[src/rtl/madd_eval_pkg.sv]
// Shared types and constants for evaluating the approximate 2x2 multiply-add circuit.
package madd_eval_pkg;

  localparam int unsigned N_VEC   = 64;
  localparam int unsigned VEC_W   = 6;
  localparam int unsigned OUT_W   = 4;
  localparam int unsigned ERR_W   = 4;
  localparam int unsigned SUM_W   = 10;
  localparam int unsigned CNT_W   = 7;
  localparam int unsigned DIFF_W  = 5;

  localparam int unsigned FIELD_W = 2;
  localparam int unsigned A_LSB   = 0;
  localparam int unsigned B_LSB   = 2;
  localparam int unsigned C_LSB   = 4;

  localparam logic [VEC_W-1:0] LAST_VEC = VEC_W'(N_VEC - 1);

  typedef enum logic [1:0] {
    IDLE   = 2'd0,
    APPLY  = 2'd1,
    SAMPLE = 2'd2,
    DONE   = 2'd3
  } state_e;

  // |x - y| with one guard bit so the signed difference cannot overflow
  function automatic logic [ERR_W-1:0] abs_diff(input logic [OUT_W-1:0] x,
                                                input logic [OUT_W-1:0] y);
    logic signed [DIFF_W-1:0] d;
    d = $signed({1'b0, x}) - $signed({1'b0, y});
    return d[DIFF_W-1] ? ERR_W'(-d) : ERR_W'(d);
  endfunction

endpackage

[src/rtl/madd_exact_ref.sv]
// Golden combinational a*b+c for a 6-bit input vector {c, b, a}.
module madd_exact_ref
  import madd_eval_pkg::*;
(
  input  logic [VEC_W-1:0] vec,
  output logic [OUT_W-1:0] exact_c
);

  logic [FIELD_W-1:0] a;
  logic [FIELD_W-1:0] b;
  logic [FIELD_W-1:0] c;

  assign a = vec[A_LSB +: FIELD_W];
  assign b = vec[B_LSB +: FIELD_W];
  assign c = vec[C_LSB +: FIELD_W];

  assign exact_c = OUT_W'(a) * OUT_W'(b) + OUT_W'(c);

endmodule

[src/rtl/madd_err_monitor.sv]
// Exhaustive error sweep of an approximate multiply-add: drives all 64 vectors,
// compares each response against the exact model and accumulates error statistics.
module madd_err_monitor
  import madd_eval_pkg::*;
#(
  parameter int unsigned ET     = 8,
  parameter int unsigned SETTLE = 1
) (
  input  logic             clk,
  input  logic             rst,
  input  logic             start,
  output logic [VEC_W-1:0] approx_in,
  input  logic [OUT_W-1:0] approx_out,
  output logic             busy,
  output logic             done,
  output logic             pass,
  output logic [ERR_W-1:0] max_err,
  output logic [SUM_W-1:0] err_sum,
  output logic [CNT_W-1:0] viol_cnt,
  output logic [VEC_W-1:0] first_viol_vec,
  output logic             first_viol_valid
);

  localparam int unsigned         SETTLE_W    = 4;
  localparam logic [SETTLE_W-1:0] SETTLE_LAST = SETTLE_W'(SETTLE - 1);

  state_e              state_q;
  state_e              state_d;
  logic [SETTLE_W-1:0] settle_q;
  logic [VEC_W-1:0]    vec_q;

  logic [OUT_W-1:0]    exact_c;
  logic [ERR_W-1:0]    err_c;
  logic                viol_c;
  logic                start_ok_c;
  logic [SUM_W:0]      sum_ext_c;
  logic [SUM_W-1:0]    sum_sat_c;
  logic                busy_c;
  logic                done_c;
  logic                pass_c;

  madd_exact_ref u_exact_ref (
    .vec     (vec_q),
    .exact_c (exact_c)
  );

  assign approx_in  = vec_q;
  assign err_c      = abs_diff(exact_c, approx_out);
  assign viol_c     = 32'(err_c) > ET;
  assign start_ok_c = start && ((state_q == IDLE) || (state_q == DONE));
  assign sum_ext_c  = (SUM_W+1)'(err_sum) + (SUM_W+1)'(err_c);
  assign sum_sat_c  = sum_ext_c[SUM_W] ? '1 : sum_ext_c[SUM_W-1:0];

  // State register
  always_ff @(posedge clk) begin
    if (rst) state_q <= IDLE;
    else     state_q <= state_d;
  end

  // Next-state logic
  always_comb begin
    state_d = state_q;
    unique case (state_q)
      IDLE, DONE: if (start)                  state_d = APPLY;
      APPLY:      if (settle_q == SETTLE_LAST) state_d = SAMPLE;
      SAMPLE:     state_d = (vec_q == LAST_VEC) ? DONE : APPLY;
      default:    state_d = IDLE;
    endcase
  end

  // Status decode, registered below so done trails the DONE state by one cycle
  always_comb begin
    busy_c = 1'b0;
    done_c = 1'b0;
    pass_c = 1'b0;
    unique case (state_q)
      APPLY, SAMPLE: busy_c = 1'b1;
      DONE: begin
        done_c = 1'b1;
        pass_c = (viol_cnt == '0);
      end
      default: ;
    endcase
  end

  // Vector sequencing and error accumulation
  always_ff @(posedge clk) begin
    if (rst) begin
      settle_q         <= '0;
      vec_q            <= '0;
      busy             <= 1'b0;
      done             <= 1'b0;
      pass             <= 1'b0;
      max_err          <= '0;
      err_sum          <= '0;
      viol_cnt         <= '0;
      first_viol_vec   <= '0;
      first_viol_valid <= 1'b0;
    end else begin
      busy <= busy_c;
      done <= done_c;
      pass <= pass_c;
      if (start_ok_c) begin
        settle_q         <= '0;
        vec_q            <= '0;
        max_err          <= '0;
        err_sum          <= '0;
        viol_cnt         <= '0;
        first_viol_vec   <= '0;
        first_viol_valid <= 1'b0;
      end else if (state_q == APPLY) begin
        settle_q <= (settle_q == SETTLE_LAST) ? '0 : settle_q + SETTLE_W'(1);
      end else if (state_q == SAMPLE) begin
        settle_q <= '0;
        if (err_c > max_err) max_err <= err_c;
        err_sum <= sum_sat_c;
        if (viol_c && (viol_cnt != '1)) viol_cnt <= viol_cnt + CNT_W'(1);
        if (viol_c && !first_viol_valid) begin
          first_viol_vec   <= vec_q;
          first_viol_valid <= 1'b1;
        end
        if (vec_q != LAST_VEC) vec_q <= vec_q + VEC_W'(1);
      end
    end
  end

endmodule

[config.mk]
export PLATFORM = sky130hd
export DESIGN_NAME = madd_err_monitor
export DESIGN_NICKNAME = d
export VERILOG_FILES = /design/src/rtl/madd_eval_pkg.sv /design/src/rtl/madd_exact_ref.sv /design/src/rtl/madd_err_monitor.sv
export SDC_FILE = /design/constraint.sdc
export NUM_CORES = 1
export LEC_CHECK = 0
export CAP_MARGIN = 20
export CELL_PAD_IN_SITES_DETAIL_PLACEMENT = 0
export CELL_PAD_IN_SITES_GLOBAL_PLACEMENT = 1
export CORE_MARGIN = 2
export CORE_UTILIZATION = 43
export CTS_CLUSTER_DIAMETER = 100
export DETAILED_ROUTE_END_ITERATION = 10
export PLACE_DENSITY = 0.86
export SKIP_CTS_REPAIR_TIMING = 1
export SLEW_MARGIN = 0
export SYNTH_ARGS = -nofsm -noshare
export SYNTH_HDL_FRONTEND = slang
export SYNTH_SLANG_ARGS = --single-unit
[constraint.sdc]
create_clock -name clk -period 8.9 [get_ports clk]
set_input_delay 1.335 -clock clk [delete_from_list [all_inputs] [get_ports clk]]
set_output_delay 1.335 -clock clk [all_outputs]
set_load 0.01 [all_outputs]
* Word level (Yosys, flattened, before mapping) *
Index checks and enable logic that the tools add are counted.

word-level totals
  output and inout bits = 37
  register bits after elaboration = 43
  word-level logic and storage cells = 61
  bits of input ports = 7

operators by class
  bitwise gates (word level) = 2
  reductions and logical operators = 19
  $lt $le $gt $ge = 2
  equality and inequality tests = 8
  mux-type cells = 11
  add/subtract/negate cells = 7
  multiply operators = 1

operator list
  kind                                                   number
  2-to-1 mux 4 bit                                       4
  AND reduction 3 bit                                    4
  adder 10 x 4 -> 11 bit                                 1
  2-to-1 mux 10 bit                                      1
  OR reduction 2 bit                                     4
  adder 7 x 1 -> 7 bit (second input constant)           1
  logical NOT 7 bit                                      1
  inequality test 7 bit (second input constant)          1
  adder 6 x 1 -> 6 bit (second input constant)           1
  equality test 6 bit (second input constant)            1
  2-to-1 mux 2 bit                                       3
  inequality test 6 bit (second input constant)          1
  one-hot mux 2 bit (3 select lines)                     1
  subtractor 4 x 4 -> 5 bit                              1
  adder 4 x 1 -> 4 bit (second input constant)           1
  adder 4 x 2 -> 4 bit                                   1
  equality test 2 bit (second input constant)            2
  greater-than comparator 4 bit                          1
  greater-than comparator 4 bit (second input constant)  1
  logical NOT 4 bit                                      1
  multiplier 2 x 2 -> 4 bit                              1
  inequality test 2 bit (second input constant)          2
  negator 4 bit                                          1
  AND reduction 2 bit                                    2
  other kinds (8)                                        12

* Depth between registers and ports, before layout *
Gate-level depths: netlist of run 1.

  depth in word-level cells = 8
  gate-level depth with buffers = 19
  gate-level depth less buffers = 18

* By module *
Synthesis of run 1 repeated with hierarchy kept, for this count alone.

unflattened totals
  cells, all modules = 297
  area, all modules = 2,531.2 um2

by module, submodules not included
  module            area each (um2)  times used  sequential area each (um2)  cells each
  madd_err_monitor  2,441.1          1           860.8                       289
  madd_exact_ref    90.1             1           0.0                         8

* Worst setup path before layout of run 1 *
OpenSTA, ideal clock, no wires.

  path kind = reg2reg
  start = reg vec_q[3] (netlist: approx_in[3])
  end = reg err_sum[9]
  period minus slack after synthesis = 4,376 ps
  buffers on the path = 1
  data arrival time = 4,246 ps
  cell stages (with the launch flop) = 20
  slack = 4,524 ps
  setup time = 130 ps
  data required time = 8,770 ps
  path through = dfxtp_1 -> and2_1 -> fa_1 -> ha_1 -> inv_1 -> fa_1 -> inv_1 -> ha_1 -> nor2b_4 -> o21a_1 -> a311oi_2 -> xnor3_1 -> buf_6 -> inv_2 -> ha_1 -> or2_2 -> a221o_1 -> and2_1 -> nor4_1 -> nor3b_1

between the ends
  word-level cells in the longest chain between the ends = 7

RTL lines
  item                         line                     text
  start: declaration           madd_err_monitor.sv:30   logic [VEC_W-1:0] vec_q;
  start signal: assignment     madd_err_monitor.sv:122  if (vec_q != LAST_VEC) vec_q <= vec_q + VEC_W'(1);
  multiplier 2 x 2 -> 4 bit *  madd_exact_ref.sv:17     assign exact_c = OUT_W'(a) * OUT_W'(b) + OUT_W'(c);
  adder 4 x 2 -> 4 bit *       madd_exact_ref.sv:17
  subtractor 4 x 4 -> 5 bit *  madd_eval_pkg.sv:30      d = $signed({1'b0, x}) - $signed({1'b0, y});
  negator 4 bit                madd_eval_pkg.sv:31      return d[DIFF_W-1] ? ERR_W'(-d) : ERR_W'(d);
  2-to-1 mux 4 bit *           madd_eval_pkg.sv:31
  net err_c[3]                 madd_err_monitor.sv:33   logic [ERR_W-1:0] err_c;
  adder 10 x 4 -> 11 bit *     madd_err_monitor.sv:51   assign sum_ext_c = (SUM_W+1)'(err_sum) + (SUM_W+1)'(err_c);
  2-to-1 mux 10 bit *          madd_err_monitor.sv:52   assign sum_sat_c = sum_ext_c[SUM_W] ? '1 : sum_ext_c[SUM_W-1:0];
  end signal: assignment       madd_err_monitor.sv:116  err_sum <= sum_sat_c;
  end: declaration             madd_err_monitor.sv:18   output logic [SUM_W-1:0] err_sum,

Mark *: on every way through the listed nets, which the timed path passes. The rest lies on a longest branch.
A chain may end at the register's enable or synchronous reset.

* Worst setup path in the final report of run 1 *
  start = reg vec_q[3] (netlist: approx_in[3])
  end = reg max_err[3]

between the ends
  word-level cells in the longest chain between the ends = 7

RTL lines
  item                                  line                     text
  multiplier 2 x 2 -> 4 bit *           madd_exact_ref.sv:17
  adder 4 x 2 -> 4 bit *                madd_exact_ref.sv:17
  subtractor 4 x 4 -> 5 bit *           madd_eval_pkg.sv:30
  negator 4 bit                         madd_eval_pkg.sv:31
  2-to-1 mux 4 bit *                    madd_eval_pkg.sv:31
  net err_c[3]                          madd_err_monitor.sv:33
  greater-than comparator 4 bit         madd_err_monitor.sv:115  if (err_c > max_err) max_err <= err_c;
  AND reduction 3 bit (no source line)  -
  end signal: assignment                madd_err_monitor.sv:115
  end: declaration                      madd_err_monitor.sv:17   output logic [ERR_W-1:0] max_err,

Marks and branches as above.

==> results.md, run 1 <==
* Status: complete, no violations
* Reg2reg end: max_err[3]
* Gate power share at about 22%
* Largest net degree at the start of global routing at 25
* Remaining global-route overflow at 0
* DR iter-0 viols at 110
* Worst setup SP type: flip-flop
* Max H-tree Level at 2
* Crit path time final at ~4.8 ns
* PnR worst setup slack at just over 4 ns
* Chip width at 81.3 µm
* Worst path bufs/invs at 3
* Initial antenna violation count at 0
* Worst Reg-to-Reg Cells at 18
* Post-synthesis adder-cell area fraction at approximately 15%
* Antenna Violating Nets Remaining at 0
* Initial core utilization at ~44%
* Period utilisation layout at between 50% and 60%
* Crit path DAT at around 5.0 ns
* Sinks on Clock Net at between 40 and 50
* CP endpoint kind: flip-flop
* First drt pass iteration count at 4
* First-pass GRT wire length at around 9000 µm
* Top-count cell post-synth: dfxtp_1
* Internal power at between 200 and 300 µW
* WP data required at roughly 9.1 ns
* Synth Net Count at about 330
* Std-Cell Rows at 28
* Worst Hold Class: reg -> reg
* Tot GR Track Use at 17.5%
* Layout Nets at about 380
* Area leader, netlist: dfxtp_1
* Synth Area in XOR/XNOR at under 10%
* # IOs at 44
* Non-filler cells, final at between 400 and 500
* CTS tree: yes
* Slowest cell on the critical path: fa_1
* Post-synthesis sequential area ratio at about a third
* DRC errors left at 0
* Crit Path Category: reg -> reg
* Ant diodes at 0
* P_sw at around 130 µW
* Total CTS buffers at 5
* Synth cell count leaders: dfxtp_1, inv_1, nand2_1
* FFs w/ async S/R, synth at 0%
* Mapped Cells at between 200 and 300
* Crit-path max FO at 12
* Max Clk Rate at approximately 210 MHz
* Mapped Avg Cell Area at 8.63 µm²
* Critical Path Stages at 18
* Compound-Gate Fraction of Synth Area at approximately 16%
* Leading post-synthesis cells by cell area: dfxtp_1, ha_1, inv_1
* Most used DFF post-synth: dfxtp_1
* Cell total after placement at 409
* Switching Share at 31.6%
* Area grow syn2layout at 22.8%
* Synth unique cells at 50
* VDD IR max at approximately 0.077 mV
* Core area at 5850 µm²
* Setup Viol. Count Final at 0
* Crit path capture: max_err[3]
* Combinational family with the most area after synthesis: simple AND/OR/NAND/NOR gates
* Number of global-route vias before repair at slightly below 2000
* Setup TNS at 0 ns
* Final Max Slew Viols at 0
* CP most frequent cell: ha_1
* Slew HR at between 40% and 50%
* Delay-heaviest family, CP: adder cells
* Cells along the critical path: and2_1 > fa_1 > ha_1 > inv_1 > fa_1 > inv_1 > ha_1 > nor2b_4 > o21a_1 > a311oi_2 > xnor3_1 > inv_2 > ha_1 > nand3_1 > o22ai_1 > mux2i_1 > a21oi_1 > a311oi_1
* Total routed wirelength at roughly 5400 µm
* Via density at approximately 5.2
* Slowest Stage Delay on Critical Path at approximately 0.51 ns
* Worst Min Path Start: first_viol_vec[5]
* Final hold violation count at 0
* YS warnings at 0
* Mux contribution to synthesized area at between 4 and 5%
* R2r startpoint: approx_in[3]
* Place WS at ~3.8 ns
* Worst Setup SP: approx_in[3]
* Max-cap violations at 0
* Clock latency on the worst-skew pair at 0.30 ns
* RSZ-0062 raised after global routing: no
* Power Dens Cells at ~130 nW/µm²
* Routed vias at about 2200
* Wire per inst at approximately 13 µm
* Layout cells sized above 1 at between 4 and 5%
* Share of the synthesized area in the top cell type at 33.5%
* Flop pwr share at ~48%
* Lkg Pwr at between 0.001 and 0.0015 µW
* Die ar. at roughly 6600 µm²
* CTS clk-pin slew, worst paths at ~0.090 ns
* Slew @ Worst Pin at around 0.87 ns
* Maximum clock insertion buffer count at 2
* Die Ht at roughly 80 µm
* Seq cells post-synth at 43
* Clock power frac at a little under a third
* RD Place Congestion at 0.822
* Synth Area in Simple Gates at between 20% and 30%
* R2R Setup Slk at a little over 4 ns
* Port-buffer cells at 43
* Detail Placement HPWL at roughly 4000 µm
* CTS root buf: clkbuf_8
* Post-synth EDFFs at 0
* Mapped Area at approximately 2600 µm²
* Clk_skew at slightly above 0.007 ns
## worst min-delay path by stage
stage | slack, ns | cells past startpoint | to
6_report | 0.46 | 2 | first_viol_vec[5]
3_3_place_gp | 0.44 | 2 | first_viol_vec[1]
4_1_cts | 0.47 | 2 | first_viol_vec[1]
3_5_place_dp | 0.45 | 2 | first_viol_vec[1]
5_1_grt | 0.48 | 2 | first_viol_vec[4]
2_1_floorplan | 0.48 | 2 | first_viol_vec[0]
## power groups by stage
stage                     Clock [µW]  Sequential (µW)  Combinational [µW]
after floorplan                    0              209                67.4
after global placement             0              208                91.5
after detailed placement           0              208                92.6
after CTS                        135              204                93.1
after global routing             144              205                 104
final                            130              204                92.6
## layout by cell type, fill, tap and decap left out, types with 2 or more instances in the layout
cell and n:
a211oi_1 2, a21boi_0 2, a21o_1 4, a21oi_1 20, a221o_1 2, a311oi_1 4, a31oi_1 5, and2_1 6
and3_1 5, clkbuf_8 5, clkdlybuf4s50_1 43, clkinvlp_4 2, dfxtp_1 43, fa_1 4, ha_1 23, inv_1 29
mux2i_1 10, nand2_1 28, nand2b_1 3, nand3_1 8, nand4_1 6, nor2_1 26, nor2b_1 5, nor3b_1 2
nor4_1 3, o21a_1 3, o21ai_0 7, o22ai_1 2, o31ai_1 5, or4_1 3, xnor2_1 5, xor2_1 6
## area by class of cell
type	count	area (µm²)
clock buffer	5	68.8
clock inverter	3	23.8
fill	558	2690
inverter	30	113
multi-input combinational	217	1560
sequential	43	861
tap	75	93.8
timing repair buffer	44	438
## cell families after synthesis
family          after synthesis
compound gates               63
flops                        43
simple gates                103
xor+xnor                     12
mux                          11
fa+ha+maj                    28
buf+inv                      38
## per-stage QoR
step | hold WS [ns] | power, µW | util, % | instance area, µm²
6_report | 0.460 | 426 | 54.0 | 3160
5_1_grt | 0.482 | 453 | 54.0 | 3160
4_1_cts | 0.466 | 432 | 54.0 | 3160
3_5_place_dp | 0.453 | 301 | 52.4 | 3070
3_3_place_gp | 0.444 | 300 | 52.4 | 3070
2_1_floorplan | 0.479 | 276 | - | 2570
## sequential cells by signal (all words and copies together), names as in the netlist
signal and flops:
first_viol_vec 6, done 1, pass 1, first_viol_valid 1, busy 1, approx_in 6, err_sum 10, state_q 2
max_err 4, viol_cnt 7, settle_q 4
## routing by layer
metal / track usage (%) / share of wire, % / vias up
li1: - / - / 1128
met1: 25.2 / 52 / 993
met2: 25.5 / 42 / 48
met3: 3.44 / 3.9 / 9
met4: 6.44 / 2.1 / 0
met5: 0 / 0 / -
## worst register-to-register path, delay by kind of cell, from the launching register on
family / cells / cell delay (ns)
fa+ha+maj: 5 / 1.77
flops: 1 / 0.40
simple gates: 3 / 0.47
mux: 1 / 0.44
compound gates: 5 / 0.95
buf+inv: 3 / 0.22
xor+xnor: 1 / 0.47
Note: power is estimated with default switching activity, not from simulation.
==> run 2, diff against run 1 <==
CORE_UTILIZATION = 36   (was 43)
PLACE_DENSITY = 0.77   (was 0.86)
clock period = 4.3 ns   (was 8.9 ns; I/O delays follow)
==> run 2 against run 1 <==
Compared with the run above: clock-buffer cell count rose by 2; worst hold slack improved by 0.0036 ns; cell count increased by 8.2%; sequential share of layout area decreased by 2.1 points; die area is 18% higher; design area increased by 9.7%; core utilization shrank 3.5 points; sequential power is 110% higher; maximum frequency is 14% higher; largest cell class unchanged.
==> results.md, run 2 (synthesized netlist as in run 1, its figures left out) <==
* Status: complete, no violations
* Slowest cell on the critical path: fa_1
* Detail Placement HPWL at 4370 µm (+9.3%)
* Initial core utilization at 37.4% (-6.5 points)
* Worst path bufs/invs at 3 (unchanged)
* # IOs at 44 (unchanged)
* Worst Setup SP: approx_in[1]
* Clock latency on the worst-skew pair at 0.30 ns (about the same)
* Max Clk Rate at 237 MHz (+14%)
* Chip width at 88.5 µm (+8.8%)
* DRC errors left at 0 (unchanged)
* Final Max Slew Viols at 0 (unchanged)
* Wire length on met2 at 2810 µm (+24%)
* Power Dens Cells at 273 nW/µm² (+100%)
* VDD IR max at 0.138 mV (+80%)
* Via density at 5.01 (-4.1%)
* Register Area at 871 µm² (+1.2%)
* First drt pass iteration count at 4 (unchanged)
* Setup TNS at 0 ns (unchanged)
* Area grow syn2layout at 34.8%
* Met3 wire length at 206 µm (-3.3%)
* Initial antenna violation count at 0 (unchanged)
* CTS clk-pin slew, worst paths at 0.08 ns (about the same)
* Number of global-route vias before repair at 2080 (+6.6%)
* Die ar. at 7840 µm² (+18%)
* Maximum clock insertion buffer count at 2 (unchanged)
* Cells along the critical path: and2_4 > fa_1 > ha_2 > inv_2 > fa_1 > inv_2 > ha_4 > nor2b_4 > o21a_1 > buf_4 > o31a_1 > ha_1 > a21oi_2 > nand2b_1 > a221o_1 > a41o_1 > nand2_1 > a21oi_1
* Most frequent cells in the layout: clkdlybuf4s50_1, dfxtp_1, nand2_1, inv_1, nor2_1
* Delay-heaviest family, CP: adder cells
* Std-Cell Rows at 30 (+7.1%)
* Worst setup SP type: flip-flop
* Die Ht at 88.5 µm (+8.8%)
* DR iter-0 viols at 55 (-50%)
* Ant diodes at 0 (unchanged)
* Crit path capture: err_sum[5]
* Highest Signal Layer: met4
* PnR worst setup slack at 0.0825 ns (-4.00 ns)
* R2R Setup Slk at 0.08 ns (-4.00 ns)
* Reg2reg end: err_sum[5]
* Clk_skew at 0.00695 ns (-0.000141 ns)
* Max H-tree Level at 2 (unchanged)
* R2r startpoint: approx_in[1]
* Worst Hold Class: reg -> reg
* Crit-path max FO at 5 (-7)
* Remaining global-route overflow at 0 (unchanged)
* Max-cap violations at 0 (unchanged)
* CTS root buf: clkbuf_8
* Tot GR Track Use at 15.9% (-1.5 points)
* CP endpoint kind: flip-flop
* Critical Path Stages at 18 (unchanged)
* RD Place Congestion at 0.782 (-4.8%)
* Layout filler cell count at 644 (+15%)
* RSZ-0062 raised after global routing: yes
* Most common cell after layout, fill and taps aside: clkdlybuf4s50_1
* WP data required at 4.44 ns (-4.67 ns)
* Multi-input gate area at 1720 µm² (+10%)
* Slew HR at 40.4% (-1.9 points)
* Largest regs: err_sum x10, viol_cnt x7
* Sinks on Clock Net at 43 (unchanged)
* WHS Path Cells at 2 (unchanged)
* Setup Viol. Count Final at 0 (unchanged)
* Total CTS buffers at 5 (unchanged)
* Core area at 6870 µm² (+17%)
* Final hold violation count at 0 (unchanged)
* Total routed wirelength at 6060 µm (+12%)
* Crit path DAT at 4.36 ns (-0.67 ns)
* Worst Reg-to-Reg Cells at 18 (unchanged)
* Largest net degree at the start of global routing at 25 (unchanged)
* CTS tree: yes
* Place WS at 0.0501 ns (-3.76 ns)
* Max reg flops at 10 (unchanged)
* M1 WL at 2970 µm (+5.4%)
* Lkg Pwr at 0.00131 µW (+7.8%)
* Layout Nets at 388 (+3.5%)
* Crit Path Category: reg -> reg
* First-pass GRT wire length at 9870 µm (+9.7%)
* Antenna Violating Nets Remaining at 0 (unchanged)
* Crit path time final at 4.22 ns (-0.605 ns)
* Wire per inst at 13.4 µm (+3.8%)
* Routed vias at 2260 (+3.8%)
* Period utilisation layout at 98.1% (+44 points)
* Layout cells sized above 1 at 17.2% (+13 points)
* Top reg by flops: err_sum
* Slew @ Worst Pin at 0.894 ns (+0.0284 ns)
* Slowest Stage Delay on Critical Path at 0.51 ns (about the same)
* Port-buffer cells at 43 (unchanged)
## run 2: power breakdown
part | switching (µW) | internal (µW) | total, µW
Sequential | 11.5 | 409 | 420
Combinational | 134 | 103 | 236
Clock | 143 | 146 | 289
## run 2: worst reg2reg max path, delay by kind of cell, from the launching register on
family	cells	cell delay, ns
AOI/OAI and AO/OA	6	1.37
adders and majority gates	5	1.71
buffers and inverters	3	0.23
DFF	1	0.37
and+or+nand+nor	4	0.40
## run 2: per-stage QoR
stage | area, µm² | util (%) | cells | total power, µW | hold slack [ns]
floorplan | 2600 | - | 298 | 572 | 0.479
global placement | 3180 | 46.3 | 438 | 629 | 0.445
detailed placement | 3180 | 46.3 | 438 | 631 | 0.451
CTS | 3280 | 47.8 | 446 | 920 | 0.468
global route | 3470 | 50.5 | 451 | 1000 | 0.487
finish | 3470 | 50.5 | 451 | 946 | 0.464
## run 2: worst min-delay path by stage
stage / slack, ns / endpoint / from
floorplan: 0.48 / first_viol_vec[0] / first_viol_vec[0]
global placement: 0.44 / first_viol_vec[3] / first_viol_vec[3]
detailed placement: 0.45 / first_viol_vec[1] / first_viol_vec[1]
CTS: 0.47 / first_viol_vec[1] / first_viol_vec[1]
global route: 0.49 / first_viol_vec[5] / first_viol_vec[5]
finish: 0.46 / first_viol_vec[3] / first_viol_vec[3]
## run 2: routing by layer
metal / vias to the layer above / track usage (%)
li1: 1156 / -
met1: 1064 / 21.8
met2: 35 / 25.2
met3: 5 / 3.26
met4: 0 / 5.23
met5: - / 0
## run 2: cell type report
| cell class | count | share of cell area (%) |
|---|---|---|
| clock buffers | 7 | 2.78 |
| clock inverters | 1 | 0.217 |
| inverters | 30 | 3.25 |
| multi-input cells | 217 | 49.6 |
| flip-flops and latches | 43 | 25.1 |
| well taps | 96 | 3.46 |
| repair buffers | 57 | 15.6 |
==> run 3, diff against run 2 <==
CTS_CLUSTER_DIAMETER = unset   (was 100)
==> results of run 3 <==
The final DEF is identical to that of run 2; final timing and power are the same.
